File: config.mk
export PLATFORM = sky130hd
export DESIGN_NAME = seq_step_fsm_flat
export DESIGN_NICKNAME = d
export VERILOG_FILES = /design/src/rtl/seq_step_fsm_pkg.sv /design/src/rtl/seq_step_fsm_if.sv /design/src/rtl/seq_step_fsm_timer.sv /design/src/rtl/seq_step_fsm.sv /design/src/flat_wrapper.sv
export SDC_FILE = /design/constraint.sdc
export NUM_CORES = 1
export LEC_CHECK = 0
export ABC_AREA = 0
export CAP_MARGIN = 10
export CORE_MARGIN = 4
export CORE_UTILIZATION = 37
export CTS_CLUSTER_DIAMETER = 60
export DETAILED_ROUTE_END_ITERATION = 7
export GPL_TIMING_DRIVEN = 0
export PLACE_DENSITY = 0.67
export SYNTH_ARGS = -nofsm -noshare
export SYNTH_HDL_FRONTEND = slang
export SYNTH_SLANG_ARGS = --single-unit
File: constraint.sdc
create_clock -name clk -period 3.1 [get_ports clk]
set_input_delay 0.62 -clock clk [delete_from_list [all_inputs] [get_ports clk]]
set_output_delay 0.62 -clock clk [all_outputs]
set_load 0.02 [all_outputs]
File: src/rtl/seq_step_fsm_pkg.sv
// Shared types and helpers for the cyclic step sequencer.
package seq_step_pkg;

  // Which registered pulse fires next cycle; one reason per cycle keeps the pulses exclusive.
  typedef enum logic [1:0] {
    P_NONE,
    P_WRAP,
    P_ERR,
    P_TIMEOUT
  } pulse_e;

  // Step counter width: max(1, $clog2(depth)).
  function automatic int step_w(input int depth);
    return (depth > 2) ? $clog2(depth) : 1;
  endfunction

  // Step width of the default 4-step sequencer.
  localparam int DEFAULT_SW = step_w(4);

  // Reset value of expected-symbol entry i: (i+1) mod 2**sym_w.
  function automatic int default_exp(input int i, input int sym_w);
    return (i + 1) % (1 << sym_w);
  endfunction

endpackage

File: src/rtl/seq_step_fsm_if.sv
// Symbol/config input and step/status output bundle of the step sequencer.
interface seq_step_fsm_if #(
  parameter int SYM_W = 2,
  parameter int SW    = 2
);
  logic             cfg_we;
  logic [SW-1:0]    cfg_idx;
  logic [SYM_W-1:0] cfg_sym;
  logic             in_valid;
  logic [SYM_W-1:0] in_sym;
  logic [SW-1:0]    step;
  logic [SYM_W-1:0] out_code;
  logic             wrap_pulse;
  logic             err_pulse;
  logic             timeout_pulse;

  modport master (
    output cfg_we, cfg_idx, cfg_sym, in_valid, in_sym,
    input  step, out_code, wrap_pulse, err_pulse, timeout_pulse
  );

  modport slave (
    input  cfg_we, cfg_idx, cfg_sym, in_valid, in_sym,
    output step, out_code, wrap_pulse, err_pulse, timeout_pulse
  );
endinterface

File: src/rtl/seq_step_fsm_timer.sv
// Idle counter for a nonzero step; flags expiry after TIMEOUT cycles without a match.
module seq_step_timer #(
  parameter int TIMEOUT = 16
) (
  input  logic clk,
  input  logic reset,
  input  logic clear,
  output logic expired
);
  localparam int CW = $clog2(TIMEOUT);

  logic [CW-1:0] cnt;

  assign expired = (cnt == CW'(TIMEOUT - 1));

  // Count idle cycles; restart on clear or once the expiry has been taken.
  always_ff @(posedge clk) begin
    if (reset || clear || expired) cnt <= '0;
    else                           cnt <= cnt + CW'(1);
  end
endmodule

File: src/rtl/seq_step_fsm.sv
// Cyclic step sequencer: advances when the valid symbol matches the step's table entry.
// Optional idle timeout enabled by defining SEQ_STEP_TIMEOUT_EN.
module seq_step_fsm
  import seq_step_pkg::*;
#(
  parameter int SYM_W   = 2,
  parameter int DEPTH   = 4,
  parameter int STRICT  = 0,
  parameter int TIMEOUT = 16
) (
  input logic          clk,
  input logic          reset,
  seq_step_fsm_if.slave bus
);
  localparam int            SW   = step_w(DEPTH);
  localparam logic [SW-1:0] LAST = SW'(DEPTH - 1);

  logic [SYM_W-1:0] exp_tbl [DEPTH];
  logic [SYM_W-1:0] cur_exp;
  logic             step_ok;
  logic             hit;
  logic             expired;
  logic [SW-1:0]    step_q, step_d;
  pulse_e           reason;
  logic             wrap_q, err_q, tmo_q;

  // Expected-symbol table; out-of-range indices match no entry and are dropped.
  always_ff @(posedge clk) begin
    for (int i = 0; i < DEPTH; i++) begin
      if (reset)                                   exp_tbl[i] <= SYM_W'(default_exp(i, SYM_W));
      else if (bus.cfg_we && bus.cfg_idx == SW'(i)) exp_tbl[i] <= bus.cfg_sym;
    end
  end

  // Look up the current step's entry; step_ok is low for unreachable encodings.
  always_comb begin
    cur_exp = '0;
    step_ok = 1'b0;
    for (int i = 0; i < DEPTH; i++) begin
      if (step_q == SW'(i)) begin
        cur_exp = exp_tbl[i];
        step_ok = 1'b1;
      end
    end
  end

  assign hit = bus.in_valid && step_ok && (bus.in_sym == cur_exp);

`ifdef SEQ_STEP_TIMEOUT_EN
  logic tmr_clear;
  assign tmr_clear = hit || (step_q == '0);

  seq_step_timer #(.TIMEOUT(TIMEOUT)) u_timer (
    .clk     (clk),
    .reset   (reset),
    .clear   (tmr_clear),
    .expired (expired)
  );
`else
  assign expired = 1'b0;
`endif

  // Next step and pulse reason; match beats strict mismatch beats timeout.
  always_comb begin
    step_d = step_q;
    reason = P_NONE;
    if (!step_ok) begin
      step_d = '0;
    end else if (hit) begin
      if (step_q == LAST) begin
        step_d = '0;
        reason = P_WRAP;
      end else begin
        step_d = step_q + SW'(1);
      end
    end else if (bus.in_valid && STRICT != 0) begin
      step_d = '0;
      reason = P_ERR;
    end else if (expired) begin
      step_d = '0;
      reason = P_TIMEOUT;
    end
  end

  // Step and pulse registers.
  always_ff @(posedge clk) begin
    if (reset) begin
      step_q <= '0;
      wrap_q <= 1'b0;
      err_q  <= 1'b0;
      tmo_q  <= 1'b0;
    end else begin
      step_q <= step_d;
      wrap_q <= (reason == P_WRAP);
      err_q  <= (reason == P_ERR);
      tmo_q  <= (reason == P_TIMEOUT);
    end
  end

  assign bus.step          = step_q;
  assign bus.out_code      = SYM_W'(32'(step_q) + 32'd1);
  assign bus.wrap_pulse    = wrap_q;
  assign bus.err_pulse     = err_q;
  assign bus.timeout_pulse = tmo_q;
endmodule

File: src/flat_wrapper.sv
// flat-port wrapper written by rule: the top's interface ports become plain ports
module seq_step_fsm_flat import seq_step_pkg::*;
#(
  parameter int SYM_W   = 2,
  parameter int DEPTH   = 4,
  parameter int STRICT  = 0,
  parameter int TIMEOUT = 16
)
  (clk, reset, bus_cfg_we, bus_cfg_idx, bus_cfg_sym, bus_in_valid, bus_in_sym, bus_step, bus_out_code, bus_wrap_pulse, bus_err_pulse, bus_timeout_pulse);
  seq_step_fsm_if #(.SYM_W(SYM_W), .SW(2)) bus_i ();
  input logic clk;
  input logic reset;
  input wire logic [$bits(bus_i.cfg_we)-1:0] bus_cfg_we;
  input wire logic [$bits(bus_i.cfg_idx)-1:0] bus_cfg_idx;
  input wire logic [$bits(bus_i.cfg_sym)-1:0] bus_cfg_sym;
  input wire logic [$bits(bus_i.in_valid)-1:0] bus_in_valid;
  input wire logic [$bits(bus_i.in_sym)-1:0] bus_in_sym;
  output wire logic [$bits(bus_i.step)-1:0] bus_step;
  output wire logic [$bits(bus_i.out_code)-1:0] bus_out_code;
  output wire logic [$bits(bus_i.wrap_pulse)-1:0] bus_wrap_pulse;
  output wire logic [$bits(bus_i.err_pulse)-1:0] bus_err_pulse;
  output wire logic [$bits(bus_i.timeout_pulse)-1:0] bus_timeout_pulse;
  assign bus_i.cfg_we = bus_cfg_we;
  assign bus_i.cfg_idx = bus_cfg_idx;
  assign bus_i.cfg_sym = bus_cfg_sym;
  assign bus_i.in_valid = bus_in_valid;
  assign bus_i.in_sym = bus_in_sym;
  assign bus_step = bus_i.step;
  assign bus_out_code = bus_i.out_code;
  assign bus_wrap_pulse = bus_i.wrap_pulse;
  assign bus_err_pulse = bus_i.err_pulse;
  assign bus_timeout_pulse = bus_i.timeout_pulse;
  seq_step_fsm #(.SYM_W(SYM_W), .DEPTH(DEPTH), .STRICT(STRICT), .TIMEOUT(TIMEOUT)) u_core (.clk(clk), .reset(reset), .bus(bus_i));
endmodule
==> impl_metrics.py <==
metrics = {
    "clock_network": {
        "cts_setup_buffers": 0,
        "cts_root_buf": "clkbuf_4",
        "cts_tree": "built",
        "post_cts_resize_count": 0,
        "cts_sinks": 11,
        "clk_latency_ns": 0.27,
        "ctsHoldBuffers": 0,
        "cts.clk_slew.worst_paths_ns": 0.06,
        "cts-htree-levels": 1,
        "numCtsBuffers": 3,
        "clockBufferDepth": 2,
    },
    "place": {
        "pre_cts_slack_ns": 1.01,
        "dpl.hpwl_um": 957,
        "gp_congestion": 0.755,
        "io_buffers": 14,
    },
    "setup_path": {
        "slowest_delay_ns": 0.60,
        "r2r_slack_ns": 1.20,
        "slowest_stage": "clkdlybuf4s50_1",
        "r2r-start": "u_core.bus.step[0]",
        "r2r_cells": 7,
        "cp.arrival_ns": 1.76,
        "critPathMaxFanout": 7,
        "cp_data_required_time_ns": 2.48,
        "rr_endpoint": "u_core.bus.step[1]",
        "path_cells": "inv_1 > ha_1 > clkdlybuf4s50_1",
        "cp-start-kind": "flip-flop",
        "path_class": "flip-flop to primary output",
        "cp-end-kind": "primary output",
    },
    "finish": {
        "syn_to_final_growth_pct": 29.3,
        "drive_gt1_frac": 0.140,
        "fin_nets": 102,
        "final_util": 0.512,
        "diodes": 0,
    },
    "synth": {
        "synthesis.area_um2": 691,
        "synth_compound_area_frac": 0.141,
        "muxShareOfSynthArea": 0.0290,
        "ys_ff_latch": 11,
        "yosys_warnings": 0,
        "synth_top_family_by_area": "simple AND/OR/NAND/NOR gates",
        "synth_fa_ha_area_frac": 0.0906,
        "yosys.area_share.simple": 0.226,
        "netlist_instances": 67,
        "synth_top_area_share": 0.348,
        "synth_area_leader_cell": "edfxtp_1",
        "yosys-top-cells-area": "edfxtp_1 35%, ha_1 9.1%, dfxtp_1 8.7%, a211oi_2 5.4%, nand2_1 5.4%",
        "synth_xor_area_frac": 0.0127,
        "synth.yosys.seq_area_share": 0.435,
        "syn_area_per_cell_um2": 10.3,
        "synthDistinctLibCells": 26,
    },
    "power": {
        "ir_drop_v": 0.000213,
        "power.total_mw": 0.364,
        "power.density_nw_per_um2": 407,
        "leakage_nw": 0.338,
    },
    "global_routing": {
        "overflow": 0,
        "antenna_found_initial": 0,
        "grt_first_pass_wirelength_um": 1860,
        "grt_pass1_vias": 439,
        "grt_max_degree": 11,
        "grtUsageTotal": 0.0980,
    },
    "sta": {
        "min_period_ns": 2.38,
        "finalSetupViolCount": 0,
        "final_hold_viol_count": 0,
        "rsz0062_at_grt": "no",
        "skew_ns": 0.000825,
        "maxClockFrequency_mhz": 419,
        "setup_slack_ns": 0.716,
        "slew_violations": 0,
        "post-route-period-util": 0.769,
        "setup_tns_ns": 0,
    },
    "min_path": {
        "min_from": "u_core.bus.step[1]",
        "whs_endpoint": "u_core.bus.step[1]",
        "hp-class": "flip-flop to flip-flop",
        "whs_path_depth": 2,
    },
    "floorplan": {
        "core_um2": 1750,
        "row_count": 15,
        "dieArea_um2": 2620,
        "start_util": 0.396,
        "die_h_um": 51.2,
        "die_w_um": 51.2,
        "io_pins": 17,
    },
    "route": {
        "drtAntennaViolNets": 0,
        "route.vias.total": 512,
        "drt_iter0_drc": 6,
        "wl_um": 1180,
        "drc": 0,
        "viasPerCell": 4.61,
        "wire_per_inst_um": 10.6,
        "first_pass_iters": 4,
    },
    "outcome": {
        "status": "finished, final reports clean",
    },
    "job": {
        "maxCapViolations": 0,
    },
}
[per-layer routing]
layer	global-route usage	vias up	part of all wire
met5	0	-	0
met4	0.0807	0	0.037
met3	0.0233	5	0.058
met2	0.142	13	0.44
met1	0.122	223	0.46
li1	-	271	-
[logic make-up after synthesis]
logic type | count (synthesis)
buffers and inverters | 7
and+or+nand+nor | 29
adders and majority gates | 5
AOI/OAI and AO/OA | 11
muxes | 2
xor gates and xnor gates | 1
other | 1
DFF | 11
[synthesized netlist by cell type]
master	instances
nand2_1	10
edfxtp_1	8
nor2_1	6
ha_1	5
o21bai_1	4
a211oi_2	3
dfxtp_1	3
inv_1	3
nor2b_1	3
or4_1	3
buf_4	2
mux2i_1	2
nand2b_1	2
a21oi_1	1
and3_1	1
buf_6	1
clkbuf_1	1
conb_1	1
nand3b_1	1
nor3b_1	1
nor3b_2	1
nor4b_1	1
o2111ai_2	1
o21ai_0	1
o21ai_1	1
xnor2_1	1
[worst max-delay path by stage]
| stage | slack [ns] | from | endpoint | cells after the start |
|---|---|---|---|---|
| floorplan | 1.14 | u_core.bus.step[0] | u_core.bus.step[0] | 7 |
| global placement | 1.02 | u_core.bus.step[0] | bus_out_code[1] | 3 |
| detailed placement | 1.01 | u_core.bus.step[0] | bus_out_code[1] | 3 |
| CTS | 0.71 | u_core.bus.step[0] | bus_out_code[1] | 3 |
| global route | 0.62 | u_core.bus.step[0] | bus_out_code[1] | 3 |
| finish | 0.72 | u_core.bus.step[0] | bus_out_code[1] | 3 |
[area by class of cell]
cell class	count	area [um2]
flip-flops and latches	11	300
well taps	25	31.3
multi-input cells	50	353
clock inverters	1	5.00
plain buffers	4	30.0
repair buffers	14	140
clock buffers	3	22.5
inverters	3	11.3
fillers	166	852
[power by group]
group | switching [mW] | internal (mW)
Clock | 0.0461 | 0.0478
Combinational | 0.0465 | 0.0476
Sequential | 0.00736 | 0.168
[state kept, by name, indices dropped and copies added, names as in the netlist]
| signal | cells |
|---|---|
| u_core.bus.step | 2 |
| u_core.bus.wrap_pulse | 1 |
| u_core.exp_tbl | 8 |
[worst max-delay path: cells and delay by family (launching register included)]
kind | cells | cell delay (ns)
flip-flops | 1 | 0.46
buffers and inverters | 2 | 0.72
adder cells (fa/ha/maj) | 1 | 0.31
[metrics by stage]
step	hold slack, ns	cell area [um2]	std cells
2_1_floorplan	0.585	694	68
4_1_cts	0.548	893	111
3_3_place_gp	0.522	866	107
5_1_grt	0.579	893	111
3_5_place_dp	0.539	866	107
6_report	0.545	893	111
[layout by cell type (no fill, tap or decap)]
cell	instances
o21ai_1	1
clkinv_2	1
or4_1	3
nand2_1	10
clkbuf_4	3
dfxtp_1	3
nor3b_2	1
xnor2_1	1
clkdlybuf4s50_1	14
edfxtp_1	8
clkbuf_1	1
buf_4	2
buf_6	1
conb_1	2
mux2i_1	2
nand2b_1	2
o21bai_1	4
nor3b_1	1
nor2_1	6
a21oi_1	1
ha_1	5
nor4b_1	1
and3_1	1
nand3b_1	1
nor2b_1	3
o21ai_0	1
inv_1	3
o2111ai_2	1
a211oi_2	3
No activity file was read; power rests on OpenSTA's default activity.
